`src/rtl/sga_pkg.sv`:
```
// -----------------------------------------------------------------------------
// sga_pkg
// Shared definitions for the snake-game direction input path.
//   - dir_t            : 2-bit movement direction encoding
//   - DEBOUNCE_DEFAULT : default debounce window (1 ms at 50 MHz)
//   - QUEUE_DEPTH_MAX  : depth of the pending-turn queue in this revision
//   - opposite()       : true when two directions point along the same axis
//                        in opposite senses
//   - same_axis()      : true when a turn would be a no-op or a reversal
// -----------------------------------------------------------------------------
package sga_pkg;

    typedef enum logic [1:0] {
        DIR_RIGHT = 2'b00,
        DIR_LEFT  = 2'b01,
        DIR_DOWN  = 2'b10,
        DIR_UP    = 2'b11
    } dir_t;

    localparam int DEBOUNCE_DEFAULT = 50000;
    localparam int QUEUE_DEPTH_MAX  = 2;

    // Bit 1 selects the axis (horizontal/vertical), bit 0 the sense.
    function automatic logic opposite(input logic [1:0] a, input logic [1:0] b);
        return (a[1] == b[1]) && (a[0] != b[0]);
    endfunction

    // A turn onto the current axis is either "keep going" or "reverse";
    // neither is a legal turn for the snake.
    function automatic logic same_axis(input logic [1:0] a, input logic [1:0] b);
        return (a == b) || opposite(a, b);
    endfunction

endpackage

```
`src/rtl/sga_debounce.sv`:
```
// -----------------------------------------------------------------------------
// sga_debounce
// Two-flop synchronizer followed by a stability debouncer for one push button.
// The debounced level only follows the synchronized input after it has
// differed from the level for DEBOUNCE_CYCLES consecutive cycles; any bounce
// back reloads the timer. A one-cycle press pulse is produced on the rising
// edge of the debounced level.
//
// Ports
//   clock   in   system clock, rising edge
//   restart in   synchronous active-high reset
//   raw     in   asynchronous button input, active-high
//   press   out  one-cycle pulse when the debounced level rises
// -----------------------------------------------------------------------------
module sga_debounce
    import sga_pkg::*;
#(
    parameter int DEBOUNCE_CYCLES = DEBOUNCE_DEFAULT
) (
    input  logic clock,
    input  logic restart,
    input  logic raw,
    output logic press
);

    localparam int CW = (DEBOUNCE_CYCLES < 2) ? 1 : $clog2(DEBOUNCE_CYCLES);
    localparam logic [CW-1:0] RELOAD = CW'(DEBOUNCE_CYCLES - 1);

    logic          sync_1;
    logic          sync_2;
    logic [1:0]    fill;
    logic          armed;
    logic          level;
    logic [CW-1:0] cnt;

    // fill[1] marks that sync_2 holds a real sample rather than its reset
    // value. A button is armed only once it has been seen released after
    // reset, so a button held through reset cannot produce a press.
    always_ff @(posedge clock) begin
        if (restart) begin
            sync_1 <= 1'b0;
            sync_2 <= 1'b0;
            fill   <= 2'b00;
            armed  <= 1'b0;
            level  <= 1'b0;
            cnt    <= '0;
            press  <= 1'b0;
        end else begin
            sync_1 <= raw;
            sync_2 <= sync_1;
            fill   <= {fill[0], 1'b1};
            press  <= 1'b0;

            if (fill[1] && !sync_2) begin
                armed <= 1'b1;
            end

            // Down-counter: reload while stable, flip the level when it
            // reaches terminal count with the input still different.
            if (sync_2 == level) begin
                cnt <= RELOAD;
            end else if (cnt == '0) begin
                level <= sync_2;
                cnt   <= RELOAD;
                press <= sync_2 & armed;
            end else begin
                cnt <= cnt - CW'(1);
            end
        end
    end

endmodule

```
`src/rtl/sga_direction_input.sv`:
```
// -----------------------------------------------------------------------------
// sga_direction_input
// Turns four raw direction buttons into a small queue of legal turns for the
// snake, and commits the queued turns to the movement direction when the
// control unit steps the head.
//
// Ports
//   clock     in   system clock, rising edge
//   restart   in   synchronous active-high reset
//   enable    in   game is accepting moves
//   left      in   raw button, active-high
//   right     in   raw button, active-high
//   up        in   raw button, active-high
//   down      in   raw button, active-high
//   consume   in   one-cycle pulse: take the next queued turn
//   direction out  committed movement direction (RIGHT=00 LEFT=01 DOWN=10 UP=11)
//   played    out  one-cycle pulse when a turn was accepted into the queue
//   pending   out  number of queued turns (0..2)
// -----------------------------------------------------------------------------
module sga_direction_input
    import sga_pkg::*;
#(
    parameter int DEBOUNCE_CYCLES = DEBOUNCE_DEFAULT,
    parameter int QUEUE_DEPTH     = QUEUE_DEPTH_MAX
) (
    input  logic       clock,
    input  logic       restart,
    input  logic       enable,
    input  logic       left,
    input  logic       right,
    input  logic       up,
    input  logic       down,
    input  logic       consume,
    output logic [1:0] direction,
    output logic       played,
    output logic [1:0] pending
);

    localparam logic [1:0] QDEPTH = QUEUE_DEPTH[1:0];

    logic press_left;
    logic press_right;
    logic press_up;
    logic press_down;

    sga_debounce #(.DEBOUNCE_CYCLES(DEBOUNCE_CYCLES)) u_db_left (
        .clock   (clock),
        .restart (restart),
        .raw     (left),
        .press   (press_left)
    );

    sga_debounce #(.DEBOUNCE_CYCLES(DEBOUNCE_CYCLES)) u_db_right (
        .clock   (clock),
        .restart (restart),
        .raw     (right),
        .press   (press_right)
    );

    sga_debounce #(.DEBOUNCE_CYCLES(DEBOUNCE_CYCLES)) u_db_up (
        .clock   (clock),
        .restart (restart),
        .raw     (up),
        .press   (press_up)
    );

    sga_debounce #(.DEBOUNCE_CYCLES(DEBOUNCE_CYCLES)) u_db_down (
        .clock   (clock),
        .restart (restart),
        .raw     (down),
        .press   (press_down)
    );

    // Queue: q_head is the oldest turn, q_tail_slot the second one.
    logic [1:0] q_head;
    logic [1:0] q_tail_slot;

    logic       press_any;
    logic [1:0] press_dir;
    logic       pop;
    logic [1:0] cnt_after;
    logic [1:0] dir_next;
    logic [1:0] head_after;
    logic [1:0] ref_dir;
    logic       accept;
    logic [1:0] head_next;
    logic [1:0] tail_next;
    logic [1:0] pending_next;

    // Simultaneous presses collapse to one, UP > DOWN > LEFT > RIGHT.
    always_comb begin
        press_any = press_up | press_down | press_left | press_right;
        press_dir = DIR_RIGHT;
        if (press_up) begin
            press_dir = DIR_UP;
        end else if (press_down) begin
            press_dir = DIR_DOWN;
        end else if (press_left) begin
            press_dir = DIR_LEFT;
        end
    end

    // The pop is resolved first so that the push sees the post-pop queue and
    // direction; this is what lets a full queue accept a turn on a consume.
    always_comb begin
        pop        = consume && (pending != 2'd0);
        cnt_after  = pending - {1'b0, pop};
        dir_next   = pop ? q_head : direction;
        head_after = pop ? q_tail_slot : q_head;

        ref_dir = dir_next;
        if (cnt_after == 2'd1) begin
            ref_dir = head_after;
        end else if (cnt_after >= 2'd2) begin
            ref_dir = q_tail_slot;
        end

        accept = enable && press_any
                 && !same_axis(press_dir, ref_dir)
                 && (cnt_after < QDEPTH);

        head_next = head_after;
        tail_next = q_tail_slot;
        if (accept && (cnt_after == 2'd0)) begin
            head_next = press_dir;
        end
        if (accept && (cnt_after == 2'd1)) begin
            tail_next = press_dir;
        end

        pending_next = cnt_after + {1'b0, accept};
    end

    always_ff @(posedge clock) begin
        if (restart) begin
            direction   <= DIR_RIGHT;
            q_head      <= 2'b00;
            q_tail_slot <= 2'b00;
            pending     <= 2'd0;
            played      <= 1'b0;
        end else begin
            direction   <= dir_next;
            q_head      <= head_next;
            q_tail_slot <= tail_next;
            pending     <= pending_next;
            played      <= accept;
        end
    end

endmodule

```
`config.mk`:
```
export PLATFORM = sky130hd
export DESIGN_NAME = sga_direction_input
export DESIGN_NICKNAME = d
export VERILOG_FILES = /design/src/rtl/sga_pkg.sv /design/src/rtl/sga_debounce.sv /design/src/rtl/sga_direction_input.sv
export SDC_FILE = /design/constraint.sdc
export NUM_CORES = 1
export LEC_CHECK = 0
export BUFFER_PORTS_ARGS = -buffer_cell sky130_fd_sc_hd__buf_2
export CORE_MARGIN = 1
export CORE_UTILIZATION = 62
export DETAILED_ROUTE_END_ITERATION = 12
export GPL_TIMING_DRIVEN = 0
export PLACE_DENSITY = 0.83
export REMOVE_ABC_BUFFERS = 1
export SKIP_CTS_REPAIR_TIMING = 1
export SLEW_MARGIN = 20
export SYNTH_ARGS = -nofsm -noshare
export SYNTH_HDL_FRONTEND = slang
export SYNTH_HIERARCHICAL = 1
export SYNTH_SLANG_ARGS = --single-unit
```
`constraint.sdc`:
```
create_clock -name clock -period 3 [get_ports clock]
set_input_delay 0.3 -clock clock [delete_from_list [all_inputs] [get_ports clock]]
set_output_delay 0.3 -clock clock [all_outputs]
set_load 0.02 [all_outputs]
```
==> results.json <==
{
  "rsz0062_at_grt": "false",
  "cp-startpoint": "pending[1]",
  "complex_gate_fraction_of_the_synthesized_area": 0.147,
  "post_synth_xor_area_fraction": 0.0907,
  "timing.final.crit_share": 0.796,
  "starting_density_of_the_core": 0.646,
  "postRouteWirelength_um": 7360,
  "max_stage_delay_ns": 0.36,
  "routed_wire_length_per_instance_um": 13.1,
  "ys_ff_latch": 101,
  "main_area_contributors_after_synthesis": "dfxtp_1, xor2_1, nor2_1",
  "ctsRootBufferMaster": "clkbuf_8",
  "finalWeightedCongestion": 0.839,
  "synth_edf_count": 0,
  "worst-setup-path-type": "reg -> reg",
  "io_buffer_count": 12,
  "syn_area_per_cell_um2": 9.91,
  "syn-cell-area_um2": 4440,
  "clock_tree.buffer_depth": 2,
  "timing.slew.headroom": 0.450,
  "synth_fa_ha_area_frac": 0.0169,
  "postPlaceCellArea_um2": 4560,
  "crit_buf_inv": 2,
  "insertedDiodeCount": 0,
  "min-delay-start": "left",
  "worst_setup_path_start_kind": "flip-flop",
  "rr_endpoint": "pending[0]",
  "netlist.top_cell.by_area": "dfxtp_1",
  "worst_setup_path_end_kind": "flip-flop",
  "tritoncts": "yes",
  "max_freq_mhz": 419,
  "via_per_inst": 5.50,
  "run_status": "finished clean",
  "powerDensity_nw_per_um2": 563,
  "synth_largest_type_area_fraction": 0.455,
  "worstRegToRegCells": 8,
  "fp.dieW_um": 86.6,
  "clkLatencyLatePin_ns": 0.36,
  "critical_path.top_delay_family": "adder cells",
  "skew_ns": 0.00971,
  "yosys.cell_count.top_type": "dfxtp_1",
  "detailedPlace.worstSlack_ns": 0.631,
  "worst-endpoint-arrival_ns": 2.60,
  "placementRows": 30,
  "crit_path_cell_trace": "o21ai_4 > inv_1 > ha_1 > inv_1 > mux2i_1 > mux2_4 > ha_1 > nor2b_1",
  "number_of_ports_placed_on_the_die_boundary": 13,
  "synth.lib_cells_used.distinct": 40,
  "ant_nets": 0,
  "worst-path-max-fanout": 6,
  "clk_transition_reported_paths_ns": 0.09,
  "dieHeight_um": 86.6,
  "cts.htree.levels": 3,
  "setup-tns-final_ns": 0,
  "async_reset_ff_frac": 0,
  "post_synth_most_frequent_cells": "dfxtp_1, nor2_1, xor2_1",
  "whs_endpoint": "u_db_left/sync_1",
  "globalRouteOverflowTotal": 0,
  "worstReg2RegStart": "pending[1]",
  "critical_path.slowest_cell": "dfxtp_1",
  "setup_viol_count_final": 0,
  "drc_errors": 0,
  "first_pass_iters": 4,
  "area_growth_pct": 7.64,
  "design_area_um2": 4780,
  "nets": 476,
  "layout_min_cycle_time_ns": 2.39,
  "dp_hpwl_um": 4910,
  "core_area_um2": 6870,
  "holdWs_ns": 0.144,
  "grt_antenna_before_repair": 0,
  "synth_top_family_by_area": "simple AND/OR/NAND/NOR gates",
  "design.die.area_um2": 7500,
  "grt_first_pass_wirelength_um": 12700,
  "hold_path.class": "in -> reg",
  "hold-path-cell-count": 2,
  "leakagePower_nw": 1.75,
  "grt_usage": 0.216,
  "warnings_synthesis": 6,
  "r2r_setup_slack_ns": 0.61,
  "drt_iter0_drc": 107,
  "drv_cap": 0,
  "report.final.slew_viol_count": 0,
  "synthSimpleGateAreaFrac": 0.237,
  "max_slew.worst_pin.slew_ns": 0.826,
  "cts_made_buffers": 9,
  "final_critical_path_setup_slack_ns": 0.613,
  "yosys-mux-area-fraction": 0.0228,
  "synthFlopType": "dfxtp_1",
  "sequential_element_share_of_the_synthesized_area": 0.455,
  "grt_start_max_net_pins": 74,
  "irDropWorstVdd_mv": 0.349,
  "timing.critical_path.required_ns": 3.21,
  "first_global_vias": 2975,
  "netlist_instances": 448,
  "total_via_count_in_the_routed_design": 3090,
  "final_hold_violation_count": 0,
  "layout-drive-gt1-share": 0.170,
  "clock-sinks": 101
}
-- routing by layer --
metal  part of all wire  track usage  wire (um)  vias to the layer above
met5                  0            0          0                        -
met4              0.011       0.0652         78                        0
met3              0.024       0.0686        179                        7
met2               0.50        0.384       3700                       26
met1               0.46        0.248       3400                     1466
li1                   -            -          -                     1591
-- worst reg2reg max path, cell delays in order, from the launching register on --
cell and delay [ns]:
dfxtp_1 0.36, o21ai_4 0.28, inv_1 0.07, ha_1 0.35, inv_1 0.20, mux2i_1 0.25, mux2_4 0.32, ha_1 0.28
nor2b_1 0.13
-- cell families (layout without fill, tap and decap cells) --
kind of cell / after synthesis / count (layout)
muxes: 9 / 9
and+or+nand+nor: 166 / 166
adders and majority gates: 6 / 6
AOI/OAI and AO/OA: 92 / 92
DFF: 101 / 101
buffers and inverters: 28 / 46
xor gates and xnor gates: 46 / 46
-- report_power, final --
group | switching, mW | internal, mW | leakage [nW]
Combinational | 0.168 | 0.125 | 0.807
Sequential | 0.0570 | 1.40 | 0.833
Clock | 0.446 | 0.493 | 0.113
-- layout make-up --
cell class / count / area [um2]
tap: 96 / 120
multi-input combinational: 319 / 2280
fill: 524 / 2090
sequential: 101 / 2020
clock inverter: 5 / 82.6
clock buffer: 10 / 138
timing repair buffer: 12 / 62.6
inverter: 19 / 71.3
-- metrics by stage --
step | utilization | cells | power [mW]
floorplan | - | 439 | 1.70
global placement | 0.663 | 547 | 1.77
detailed placement | 0.664 | 547 | 1.78
CTS | 0.696 | 562 | 2.71
global route | 0.696 | 562 | 2.80
finish | 0.696 | 562 | 2.69
-- flip-flops by register name (all words and copies together), names as in the netlist, 2 cells and up --
register / cells
q_head: 2
u_db_up/fill: 2
u_db_down/fill: 2
pending: 2
q_tail_slot: 2
u_db_left/fill: 2
u_db_left/cnt: 16
u_db_right/fill: 2
u_db_down/cnt: 16
direction: 2
u_db_up/cnt: 16
u_db_right/cnt: 16
-- cells in the final DEF, fill, tap and decap left out, drive strengths merged, types with 6 or more instances in the layout --
cell    count
inv        21
ha          6
a31oi      14
xor2       29
nor2       54
o21ai      16
nor4       16
a211o       8
nor2b      19
nand2      25
mux2i       6
clkbuf     10
nand2b      8
a21oi      38
nor3        7
dfxtp     101
xnor2      17
buf        12
nand3      16
-- how the worst max path moves through the flow --
stage	endpoint	slack (ns)	cells past startpoint
2_1_floorplan	pending[0]	0.75	8
3_3_place_gp	pending[0]	0.65	8
3_5_place_dp	pending[1]	0.63	9
4_1_cts	pending[0]	0.60	8
5_1_grt	pending[0]	0.44	8
6_report	pending[0]	0.61	8
Note: power is estimated with default switching activity, not from simulation.
